--- src/rtl/result_uart_tx_if.sv ---
// Bundle between the program-check stage and the result UART: run flag and
// result byte in, serial line and status out.
interface result_uart_tx_if;
    logic [7:0] returnValue;
    logic       programIsRunning;
    logic       txd;
    logic       busy;
    logic       sent;

    modport slave (
        input  returnValue,
        input  programIsRunning,
        output txd,
        output busy,
        output sent
    );

    modport master (
        output returnValue,
        output programIsRunning,
        input  txd,
        input  busy,
        input  sent
    );
endinterface

--- src/rtl/result_uart_tx.sv ---
// Sends the captured result byte then a terminator as two back-to-back 8N1 frames
// when programIsRunning falls; latency 1 cycle flag-to-line, no backpressure (retriggers while busy are dropped).
module result_uart_tx #(
    parameter int unsigned CLKS_PER_BIT = 868,
    parameter logic [7:0]  TERMINATOR   = 8'h0A
) (
    input  logic            clk,
    input  logic            rst_n,
    result_uart_tx_if.slave bus
);
    localparam int unsigned   CW      = (CLKS_PER_BIT > 1) ? $clog2(CLKS_PER_BIT) : 1;
    localparam logic [CW-1:0] CNT_MAX = CW'(CLKS_PER_BIT - 1);

    typedef enum logic [1:0] {IDLE, START, DATA, STOP} state_t;

    state_t        state_q, state_d;
    logic [CW-1:0] cnt_q, cnt_d;
    logic [2:0]    idx_q, idx_d;
    logic [7:0]    shift_q, shift_d;
    logic [7:0]    term_q, term_d;
    logic          second_q, second_d;
    logic          txd_q, txd_d;
    logic          busy_q, busy_d;
    logic          sent_q, sent_d;
    logic          run_q;
    logic          trig;
    logic          bit_end;

    assign trig    = run_q & ~bus.programIsRunning;
    assign bit_end = (cnt_q == CNT_MAX);

    always_comb begin
        state_d  = state_q;
        cnt_d    = cnt_q;
        idx_d    = idx_q;
        shift_d  = shift_q;
        term_d   = term_q;
        second_d = second_q;
        txd_d    = txd_q;
        busy_d   = busy_q;
        sent_d   = 1'b0;

        if (state_q != IDLE) begin
            cnt_d = bit_end ? '0 : cnt_q + 1'b1;
        end

        case (state_q)
            IDLE: begin
                if (trig) begin
                    state_d  = START;
                    shift_d  = bus.returnValue;
                    term_d   = TERMINATOR;
                    second_d = 1'b0;
                    cnt_d    = '0;
                    txd_d    = 1'b0;
                    busy_d   = 1'b1;
                end
            end
            START: begin
                if (bit_end) begin
                    state_d = DATA;
                    idx_d   = 3'd0;
                    txd_d   = shift_q[0];
                    shift_d = {1'b0, shift_q[7:1]};
                end
            end
            DATA: begin
                if (bit_end) begin
                    if (idx_q == 3'd7) begin
                        state_d = STOP;
                        txd_d   = 1'b1;
                    end else begin
                        idx_d   = idx_q + 3'd1;
                        txd_d   = shift_q[0];
                        shift_d = {1'b0, shift_q[7:1]};
                    end
                end
            end
            STOP: begin
                if (bit_end) begin
                    if (second_q) begin
                        state_d = IDLE;
                        txd_d   = 1'b1;
                        busy_d  = 1'b0;
                        sent_d  = 1'b1;
                    end else begin
                        // Terminator frame follows with no idle gap on the line.
                        state_d  = START;
                        shift_d  = term_q;
                        second_d = 1'b1;
                        txd_d    = 1'b0;
                    end
                end
            end
            default: state_d = IDLE;
        endcase
    end

    always_ff @(posedge clk or negedge rst_n) begin
        if (!rst_n) begin
            state_q  <= IDLE;
            cnt_q    <= '0;
            idx_q    <= 3'd0;
            shift_q  <= 8'h00;
            term_q   <= 8'h00;
            second_q <= 1'b0;
            txd_q    <= 1'b1;
            busy_q   <= 1'b0;
            sent_q   <= 1'b0;
            run_q    <= 1'b0;
        end else begin
            state_q  <= state_d;
            cnt_q    <= cnt_d;
            idx_q    <= idx_d;
            shift_q  <= shift_d;
            term_q   <= term_d;
            second_q <= second_d;
            txd_q    <= txd_d;
            busy_q   <= busy_d;
            sent_q   <= sent_d;
            run_q    <= bus.programIsRunning;
        end
    end

    assign bus.txd  = txd_q;
    assign bus.busy = busy_q;
    assign bus.sent = sent_q;
endmodule

--- src/flat_wrapper.sv ---
// flat-port wrapper written by rule: the top's interface ports become plain ports
module result_uart_tx_flat 
#(
    parameter int unsigned CLKS_PER_BIT = 868,
    parameter logic [7:0]  TERMINATOR   = 8'h0A
)
  (clk, rst_n, bus_returnValue, bus_programIsRunning, bus_txd, bus_busy, bus_sent);
  result_uart_tx_if bus_i ();
  input  logic clk;
  input  logic rst_n;
  input wire logic [$bits(bus_i.returnValue)-1:0] bus_returnValue;
  input wire logic [$bits(bus_i.programIsRunning)-1:0] bus_programIsRunning;
  output wire logic [$bits(bus_i.txd)-1:0] bus_txd;
  output wire logic [$bits(bus_i.busy)-1:0] bus_busy;
  output wire logic [$bits(bus_i.sent)-1:0] bus_sent;
  assign bus_i.returnValue = bus_returnValue;
  assign bus_i.programIsRunning = bus_programIsRunning;
  assign bus_txd = bus_i.txd;
  assign bus_busy = bus_i.busy;
  assign bus_sent = bus_i.sent;
  result_uart_tx #(.CLKS_PER_BIT(CLKS_PER_BIT), .TERMINATOR(TERMINATOR)) u_core (.clk(clk), .rst_n(rst_n), .bus(bus_i));
endmodule
--- config.mk ---
export PLATFORM = sky130hd
export DESIGN_NAME = result_uart_tx_flat
export DESIGN_NICKNAME = d
export VERILOG_FILES = /design/src/rtl/result_uart_tx_if.sv /design/src/rtl/result_uart_tx.sv /design/src/flat_wrapper.sv
export SDC_FILE = /design/constraint.sdc
export NUM_CORES = 1
export LEC_CHECK = 0
export CORE_MARGIN = 2
export CORE_UTILIZATION = 55
export CTS_CLUSTER_DIAMETER = 200
export DETAILED_ROUTE_END_ITERATION = 7
export GPL_ROUTABILITY_DRIVEN = 0
export PLACE_DENSITY = 0.8
export SYNTH_ARGS = -nofsm -noshare
export SYNTH_HDL_FRONTEND = slang
export SYNTH_SLANG_ARGS = --single-unit
--- constraint.sdc ---
create_clock -name clk -period 5.1 [get_ports clk]
set_input_delay 0.765 -clock clk [delete_from_list [all_inputs] [get_ports clk]]
set_output_delay 0.765 -clock clk [all_outputs]
set_load 0.02 [all_outputs]
## Yosys cells after proc, flatten, opt, wreduce, memory -nomap -nowiden

Index checks and enable logic that the tools add are counted.
Widths: inputs -> output; s select.

- $add $sub $neg: 2
- Equal/unequal tests: 13
- Multiplexer cells: 37
- Bitwise logic cells: 2
- Reductions and logical operators: 11

Operator list:

| kind | count |
|---|---|
| $mux 8 | 6 |
| $mux 10 | 4 |
| $pmux 8 s4 | 1 |
| $mux 1 | 13 |
| $ne 2x1->1 const B | 6 |
| $reduce_and 4->1 | 3 |
| $add 10x1->10 const B | 1 |
| $eq 10x10->1 const B | 1 |
| $mux 2 | 5 |
| $mux 3 | 3 |
| $pmux 2 s4 | 1 |
| $pmux 3 s2 | 1 |
| $reduce_and 6->1 | 1 |
| $reduce_bool 2->1 | 3 |
| $reduce_and 5->1 | 1 |
| $eq 2x2->1 const B | 2 |
| $ne 2x2->1 const B | 2 |
| $pmux 1 s2 | 2 |
| $pmux 1 s4 | 1 |
| $add 3x1->3 const B | 1 |
| $eq 3x3->1 const B | 1 |
| $reduce_and 3->1 | 1 |
| $eq 2x1->1 const B | 1 |
| $logic_not 2->1 | 1 |
| 3 further kinds | 3 |

- Register bits: 29
- Input bits: 11
- Output and inout bits: 3
- Word-level logic and storage cells: 75

## Longest topological paths before layout

- Word-level depth: 5
- Gate-level depth with buffers: 7
- Gate-level depth less buffers: 6

## Least setup slack after synthesis

No wires, ideal clock.

- Kind: in2reg
- From: input bus_programIsRunning
- To: register u_core.busy_q, in the netlist u_core.bus.busy
- Setup time: 0.134 ns
- Arrival: 1.647 ns
- Required time: 4.966 ns
- Slack: 3.319 ns
- Stages on the path: 5
- Buffers on the path: 1
- Cell sequence: nand2b_1 > and2_1 > clkbuf_1 > o41ai_2 > o31ai_1

- Cells in the longest elaborated chain, start to end: 4

Ends and longest elaborated chain:

| item | RTL line | source |
|---|---|---|
| start, declared | flat_wrapper.sv:12 | `input wire logic [$bits(bus_i.programIsRunning)-1:0] bus_programIsRunning;` |
| $not 1->1 | result_uart_tx.sv:29 | `assign trig = run_q & ~bus.programIsRunning;` |
| $and 1x1->1 | result_uart_tx.sv:29 |  |
| $ne 2x1->1 (no source line) | -- |  |
| $reduce_and 4->1 (no source line) | -- |  |
| end signal, assigned | result_uart_tx.sv:119 | `busy_q <= busy_d;` |
| end, declared | result_uart_tx.sv:23 | `logic busy_q, busy_d;` |

No other way between the ends.
A chain may end at the register's enable or synchronous reset.

## Worst setup path in the final report

- From: register u_core.state_q[0]
- To: register u_core.cnt_q[6]

- Cells in the longest elaborated chain, start to end: 4
- Elaborated cells on any way between the ends: 5
- Those cells by class: mux: 3; reduce/logical: 2

Ends and longest elaborated chain:

| item | RTL line | source |
|---|---|---|
| start, declared | result_uart_tx.sv:16 | `state_t state_q, state_d;` |
| start signal, assigned | result_uart_tx.sv:112 | `state_q <= state_d;` |
| $reduce_bool 2->1 | result_uart_tx.sv:43 | `if (state_q != IDLE) begin` |
| $mux 10 | result_uart_tx.sv:43 |  |
| $mux 10 | result_uart_tx.sv:49 | `if (trig) begin` |
| $mux 10 (*) | result_uart_tx.sv:47 | `case (state_q)` |
| net u_core.cnt_d[6] | result_uart_tx.sv:17 | `logic [CW-1:0] cnt_q, cnt_d;` |
| end signal, assigned | result_uart_tx.sv:113 | `cnt_q <= cnt_d;` |
| end, declared | result_uart_tx.sv:17 |  |

Mark *: on every way through the listed nets, which the timed path passes. The rest lies on a longest branch.

==> flow_summary.toml <==
[status]
status = "finished, final reports clean"

[critical_path]
worst-path-max-fanout = 19
path_delay_family = "compound AO/OA/AOI/OAI gates"
worstPathRequired_ns = 5.30
crit_chain = "inv_1, ha_1, clkinv_1, o31ai_1, a31o_2, a31oi_1"
worstPathBufferInverterCount = 2
cpPeakStageDelay_ns = 0.58
r2r-start = "u_core.state_q[0]$_DFFE_PN0P_"
critical_path_class = "reg2reg"
slowest_stage = "ha_1"
crit_start = "u_core.state_q[0]$_DFFE_PN0P_"
cp-end-kind = "register"
timing.critical_path.arrival_ns = 2.50
start_kind = "register"

[timing]
worst_pin_slew_ns = 0.736
fin_setup_tns_ns = 0
hold_viol_final = 0
fin_crit_sh_pct = 45.1
fmax_mhz = 435
slew_headroom_pct = 50.5
finClkSkew_ns = 0.0120
finalMaxSlewViolations = 0
finalCriticalPeriod_ns = 2.30
grt_setup_unrepaired = "false"
finalSetupViolations = 0

[detailed_routing]
num_vias = 1203
avgViaCountPerCell = 6.14
drc = 0
first_iter_violations = 38
wl_mm = 3.12
wire_per_inst_um = 15.9
ant_nets = 0
drt_pass1_iterations = 4

[synth]
async_flop_share_pct = 100
synthTopCellsByArea = "dfrtp_1 (44%), mux2_2 (6.4%), ha_1 (5.5%)"
synth_ff_type = "dfrtp_1"
yosys-top-cells-count = "dfrtp_1 (28), nand2_1 (17), o21ai_0 (12), mux2_2 (9), a22o_1 (8)"
avgSynthCellArea_um2 = 10.7
ys_seq_elements = 29
syn_inst = 148
seq_area_frac_synth_pct = 45.9
yosys_warnings = 0
synth.largest_area_cell = "dfrtp_1"
synth_top_area_share_pct = 44.3
synth.most_common_cell = "dfrtp_1"
netlist_area_um2 = 1580
synth_edf_count = 0
synth_nets = 166
ys_types = 42

[min_path]
min_from = "u_core.shift_q[1]$_DFFE_PN0P_"
hp-class = "reg2reg"

[global_routing]
grt.busiest_layer = "met2"
antenna_found_initial = 0
grtUsageMet1_pct = 24.6
first_global_vias = 1198
met2_usage_pct = 35.6
grt_max_degree = 30
grt_pass1_wl_mm = 5.23
gr-total-overflow = 0
met3_usage_pct = 4.69
track_usage_pct = 21.2

[clocking]
clock-root-buffer = "clkbuf_4"
htree_levels = 2
postCtsSetupBuffers = 0
postCtsResizedCells = 0
clkLatencyLatePin_ns = 0.33
clk_pin_slew_ns = 0.10
cts_tree = "built"
cts_hold_buf = 0
cts_buffer_depth = 2
clock_sinks = 29
cts_inserted_buffers = 5

[cells_and_area]
area_delta_synth_final_pct = 12.3
nets = 182
n_antenna_cell = 0
fill_cells = 210
drive_above_1_share_pct = 13.9
fin_cells = 196
multi_input_area_um2 = 807
final-seq-area_um2 = 727

[floorplanning]
die_x_um = 57.6
pin_count = 14
fp.dieH_um = 57.6
start_util_pct = 57.9
die_area_um2 = 3320
core_area_um2 = 2730
rows = 19

[run]
maxCapViolCount = 0

[pwr]
ir_drop_uv = 393
p_leak_nw = 0.780
p_per_area_nw_per_um2 = 519

[place]
dpl.hpwl_mm = 2.20
dp_cells = 188
numPortBuffers = 13
worst register-to-register path, cell delays in order, from the launching register on:
cell and delay [ns]:
dfrtp_1 0.43, inv_1 0.12, ha_1 0.58, clkinv_1 0.44
o31ai_1 0.32, a31o_2 0.20, a31oi_1 0.09
per-layer routing:
layer / wire length (um) / vias to the layer above
met5: 0 / -
met4: 81 / 0
met3: 119 / 8
met2: 1530 / 21
met1: 1390 / 590
li1: - / 584
state kept, by name (all words and copies together), names as in the netlist:
| name | cells |
|---|---|
| u_core.state_q | 2 |
| u_core.run_q | 1 |
| u_core.second_q | 1 |
| u_core.bus.sent | 1 |
| u_core.shift_q | 8 |
| u_core.term_q | 1 |
| u_core.bus.busy | 1 |
| u_core.bus.txd | 1 |
| u_core.idx_q | 3 |
| u_core.cnt_q | 10 |
metrics by stage:
stage | power [W] | area [um2] | utilization, % | hold WS, ns | worst slack (ns)
6_report | 0.000924 | 1780 | 65.0 | 0.509 | 2.80
5_1_grt | 0.000987 | 1780 | 65.0 | 0.534 | 2.62
3_3_place_gp | 0.000777 | 1730 | 63.2 | 0.490 | 2.88
2_1_floorplan | 0.000697 | 1580 | - | 0.466 | 3.32
3_5_place_dp | 0.000796 | 1730 | 63.2 | 0.495 | 2.80
4_1_cts | 0.000929 | 1780 | 65.0 | 0.516 | 2.81
report_power, final:
| part | switching [W] | internal (W) | total [W] |
|---|---|---|---|
| clock network | 0.0000780 | 0.0000548 | 0.000133 |
| logic | 0.000237 | 0.000201 | 0.000438 |
| registers | 0.0000574 | 0.000296 | 0.000353 |
| total | 0.000372 | 0.000551 | 0.000924 |
cell families after synthesis:
logic type	count (synthesis)	share of synthesized area [%]
AOI/OAI and AO/OA	46	21.5
xor gates and xnor gates	3	1.66
adders and majority gates	7	5.53
buffers and inverters	10	3.08
DFF	29	45.9
muxes	10	7.04
and+or+nand+nor	43	15.3
path summary, 6_finish.rpt:
kind	endpoint	slack, ns	cells past startpoint
worst min-delay path	u_core.shift_q[1]$_DFFE_PN0P_	0.51	1
worst max register to register	u_core.cnt_q[6]$_DFF_PN0_	2.80	6
worst min register to register	u_core.shift_q[1]$_DFFE_PN0P_	0.51	1
max in group asynchronous	u_core.bus.txd$_DFFE_PN1P_	3.98	2
min in group asynchronous	u_core.bus.sent$_DFF_PN0_	0.80	2
worst max-delay path	u_core.cnt_q[6]$_DFF_PN0_	2.80	6
layout by cell type, fill, tap and decap left out, types with 2 or more instances in the layout:
cell type,instances
nor2b_1,4
ha_1,7
or3_1,4
a21o_1,2
and3_1,2
a31oi_1,4
clkbuf_4,5
a41oi_1,2
a22o_1,8
clkbuf_1,3
nor3_1,3
clkdlybuf4s50_1,13
nand3_1,3
o21ai_0,12
inv_1,4
dfrtp_1,28
nand2b_1,3
xnor2_1,2
mux2_2,9
a21oi_1,5
a22oi_1,3
o31ai_1,2
nand2_1,17
final cells by class:
| class | count | share of cell area, % |
|---|---|---|
| inverters | 5 | 1.06 |
| clock buffers | 8 | 2.74 |
| repair buffers | 14 | 7.74 |
| multi-input cells | 109 | 45.4 |
| flip-flops and latches | 29 | 40.9 |
| well taps | 31 | 2.18 |
Note: power is estimated with default switching activity, not from simulation.
==> RTL change 1 (same settings) <==
Reset style: synchronous (`rst_n`), changed in one clocked block.
--- a/src/rtl/result_uart_tx.sv
+++ b/src/rtl/result_uart_tx.sv
@@ -97,5 +97,5 @@
     end
 
-    always_ff @(posedge clk or negedge rst_n) begin
+    always_ff @(posedge clk) begin
         if (!rst_n) begin
             state_q  <= IDLE;
Formal check against the unedited RTL: differs if rst_n is asserted again (counterexample within 4 cycles, from zero or initial values and one cycle with rst_n low); with rst_n held inactive, the same outputs for 10 cycles.
==> RTL change 1 against the unedited design <==
- non-clock buffer count did not move
- die area is 0.23% higher
- sequential power fell by 19%
- largest power group unchanged
- clock skew is 0.0028 ns lower
- area after synthesis up 0.24%
- critical path type unchanged
- sequential cell count did not move
- design area shrank 3.0%
- power decreased by 20%
- setup slack got worse by 0.26 ns
- routed wire length grew 9.9%
- critical path depth decreased by 1
==> RTL change 1: results (changes against the unedited design) <==
Status
  – Status: finished, final reports clean

Layout
  – #MultiIn Comb: 146 (+34%)
  – # fillers: 258 (+23%)
  – Logic inverters: 6 (+1)
  – Finished Cell Area: 0.00172 mm² (-3.0%)
  – Seq area share: 0.337 (-0.0721)
  – Area share of buffers outside the clock network: 0.0798 (+0.00242)
  – Clock buf/inv share: 0.0319 (+0.00449)
  – Core Util, Final: 0.625 (-0.0251)
  – Area of the multi-input gates: 890 µm² (+10%)

Critical path
  – Worst R2R End: u_core.shift_q[7]
  – WP data arrival: 2.83 ns (+0.33 ns)
  – Critical path's slowest cell: a222oi_1
  – Reg2Reg Depth: 5 (-1)
  – CP max FO: 29 (+10)
  – FF-to-FF Start: u_core.state_q[1]

Placement
  – Post-place setup slack: 2.34 ns (-0.465 ns)
  – Estimated wirelength of the detail-placed design: 2.47 mm (+12%)
  – Port Buffers: 13 (unchanged)

Synth
  – Seq/Total Area, Yosys: 0.366 (-0.0934)
  – Synth Area in Compound Gates: 0.226 (+0.0105)
  – Post-synthesis mux area share: 0.0189 (-0.0514)
  – Largest cells by area after synthesis: dfxtp_1 37%, o21ai_0 7.9%, nand2_1 6.9%
  – Post-synth top cells: 29 x dfxtp_1, 29 x nand2_1, 25 x o21ai_0
  – Synth Flop Type: dfxtp_1
  – Synth Area in XOR/XNOR: 0.0221 (+0.00548)
  – Adder-Cell Fraction of Synth Area: 0.0552 (-0.000131)
  – Number of library cell types mapped by synthesis: 43 (+2.4%)

GRT
  – GRT Util Overall: 0.237 (+0.0249)
  – First-pass GRT wire length: 6.04 mm (+16%)

Routing
  – Initial DRC count: 88 (+130%)
  – Final WL: 3.43 mm (+9.9%)
  – Vias per inst: 6.37 (+3.8%)

Power
  – Clk. pwr: 0.142 mW (+7%)
  – Comb power frac: 0.420 (-0.054)
  – P_sw: 0.304 mW (-18%)
  – Worst VDD drop: 0.399 mV (+1.5%)
  – Leak Pwr: 0.593 nW (-24%)

Clocking
  – Root buffer cell: clkbuf_4
  – Clock buffer count from CTS: 5 (unchanged)
  – Max H-tree Level: 2 (unchanged)

STA
  – Worst Tran Pin Value: 0.920 ns (+0.183 ns)
  – Crit share post-route: 0.502 (+0.0517)
  – Layout Skew: 0.00920 ns (-0.00276 ns)

Worst hold path
  – Hold Path Sink: u_core.shift_q[5]
  – Worst hold stages: 2 (+1)
  – Hold Startpoint: u_core.shift_q[5]
## RTL change 1: changes by cell type in the layout (fill, tap and decap cells not counted), moves of 3 or more
cell / before / now
mux2_2: 9 / 0
nand3_1: 3 / 7
a21oi_1: 5 / 8
nor2b_1: 4 / 1
nor2_1: 0 / 9
nand4_1: 0 / 11
dfrtp_1: 28 / 0
nor3_1: 3 / 6
dfxtp_1: 0 / 29
a22o_1: 8 / 0
nand2_1: 17 / 29
a31oi_1: 4 / 1
o21ai_0: 12 / 25
## RTL change 1: per-layer routing
metal  vias to the layer above  wire, µm  global-route usage
li1                        724         -                   -
met1                       699      1510               0.296
met2                        53      1630               0.372
met3                         9       221              0.0692
met4                         0        69               0.120
met5                         -         0                   0
## RTL change 1: through the flow
step	total power, mW	hold slack [ns]	instances
after global placement	0.581	0.444	226
after CTS	0.735	0.464	233
after global routing	0.790	0.497	233
final	0.736	0.459	233
after floorplan	0.531	0.432	197
after detailed placement	0.594	0.449	226
==> RTL change 2 (config.mk and constraints unchanged) <==
Without the edit above. `CLKS_PER_BIT` is set to 868 in 2 places; all go to 217.
--- a/src/rtl/result_uart_tx.sv
+++ b/src/rtl/result_uart_tx.sv
@@ -2,5 +2,5 @@
 // when programIsRunning falls; latency 1 cycle flag-to-line, no backpressure (retriggers while busy are dropped).
 module result_uart_tx #(
-    parameter int unsigned CLKS_PER_BIT = 868,
+    parameter int unsigned CLKS_PER_BIT = 217,
     parameter logic [7:0]  TERMINATOR   = 8'h0A
 ) (
--- a/src/flat_wrapper.sv
+++ b/src/flat_wrapper.sv
@@ -2,5 +2,5 @@
 module result_uart_tx_flat 
 #(
-    parameter int unsigned CLKS_PER_BIT = 868,
+    parameter int unsigned CLKS_PER_BIT = 217,
     parameter logic [7:0]  TERMINATOR   = 8'h0A
 )
Behaviour: same outputs for any inputs over 10 cycles, from zero or initial values and one cycle with rst_n low; that may be too few to reach the edited logic, so the function may still have changed.
==> RTL change 2 against the unedited design <==
- die area down 2.9%
- setup slack worse by 0.20 ns
- maximum frequency decreased by 8.2%
- design area decreased by 4.1%
- sequential cell count is 2 lower
- area after synthesis shrank 3.2%
- via count shrank 1.6%
- power increased by 2.5%
- routed wire length decreased by 0.42%
- critical path type unchanged
==> RTL change 2: results (changes against the unedited design) <==
Routing
  – Met2 WL post-DR: 1.63 mm (+6.9%)
  – Vias per inst: 6.37 (+3.7%)
  – Vias after detailed routing: 1184 (-1.6%)
  – Drt wl/cell: 16.7 µm (+4.9%)
  – M1 WL: 1.31 mm (-5.3%)
  – Initial DRC count: 53 (+39%)

Clocking
  – Clk pin slew, worst setup/hold paths: 0.16 ns (+0.06 ns)
  – CTS resizes: 0 (unchanged)
  – Setup bufs post-CTS: 0 (unchanged)
  – Clock buffer count from CTS: 3 (-2)
  – Max H-tree Level: 1 (-1)

GRT
  – Global-route met1 utilization: 0.268 (+0.0217)
  – First-pass GRT wire length: 5.40 mm (+3.3%)
  – Largest net degree at the start of global routing: 28 (-6.7%)
  – GRT Util Overall: 0.215 (+0.00365)
  – Met3 usage: 0.0346 (-0.0123)
  – GR Layer Usage met2: 0.365 (+0.00993)

Synth
  – Post-synth top cells: 26 x dfrtp_1, 11 x a22o_1, 11 x nand2_1
  – Syn_nets: 160 (-3.6%)
  – Largest cells by area after synthesis: dfrtp_1 42%, mux2_4 8.8%, ha_1 6.5%
  – Synthesis Warnings: 0 (unchanged)
  – Number of library cell types mapped by synthesis: 41 (-2.4%)

Layout
  – Nets: 175 (-3.8%)
  – Biggest regs: u_core.cnt_q: 8 flops, u_core.shift_q: 8 flops, u_core.idx_q: 3 flops
  – Share of cells above drive strength 1: 0.135 (-0.00391)
  – # fillers: 225 (+7.1%)

Placement
  – Estimated wirelength of the detail-placed design: 2.34 mm (+6.1%)
  – Post-place setup slack: 2.46 ns (-0.348 ns)
  – Port Buffers: 13 (unchanged)
  – Post-DP Area: 0.00168 mm² (-3.0%)

Power
  – Worst VDD drop: 0.330 mV (-16%)
  – Leak Pwr: 0.775 nW (-0.67%)
  – Power Dens Cells: 555 mW/mm² (+6.9%)

Critical path
  – WP data arrival: 2.73 ns (+0.23 ns)
  – CP max FO: 23 (+4)
  – Max incr delay on CP: 0.65 ns (+0.07 ns)
  – CP top delay family: adder cells

STA
  – Max_slew headroom: 0.492 (-0.0127)
  – Layout Skew: 0.0127 ns (+0.000731 ns)

Status
  – Status: finished, final reports clean
## RTL change 2: changes by cell type after synthesis, sizes merged, moves of 2 or more
| cell | unedited run | this run |
|---|---|---|
| dfrtp | 28 | 26 |
| a22o | 8 | 12 |
| a31o | 2 | 0 |
| and2 | 1 | 3 |
| or3 | 5 | 0 |
| inv | 4 | 7 |
| nand2 | 17 | 12 |
| o21ai | 12 | 6 |
| clkbuf | 3 | 1 |
| o31ai | 3 | 0 |
| nor2 | 0 | 6 |
## RTL change 2: kinds of logic after synthesis
| group | share of synthesized area |
|---|---|
| compound gates | 0.191 |
| xor+xnor | 0.0114 |
| fa+ha+maj | 0.0653 |
| buf+inv | 0.0375 |
| flops | 0.442 |
| mux | 0.0947 |
| simple gates | 0.158 |
## RTL change 2: where the power goes
part	internal [mW]	leakage, nW	switching (mW)
Sequential	0.279	0.340	0.0698
Clock	0.0295	0.0177	0.0677
Combinational	0.247	0.417	0.255
Total	0.555	0.775	0.392
## RTL change 2: final cells by class
class                           count  area share
Clock buffer                        3      0.0132
Clock inverter                      1     0.00293
Inverter                            7      0.0154
Multi-Input combinational cell    103       0.468
Sequential cell                    27       0.397
Tap cell                           31      0.0227
Timing Repair Buffer               14      0.0807
## RTL change 2: path summary, 6_finish.rpt
| check | slack [ns] | cells past startpoint | startpoint | endpoint |
|---|---|---|---|---|
| min in group asynchronous | 0.77 | 2 | rst_n | u_core.state_q[1] |
| worst max-delay path | 2.60 | 5 | u_core.state_q[0] | u_core.shift_q[6] |
| worst min register to register | 0.50 | 1 | u_core.bus.busy | u_core.bus.busy |
| max in group asynchronous | 4.03 | 2 | rst_n | u_core.bus.txd |
| worst max register to register | 2.60 | 5 | u_core.state_q[0] | u_core.shift_q[6] |
| worst min-delay path | 0.50 | 1 | u_core.bus.busy | u_core.bus.busy |
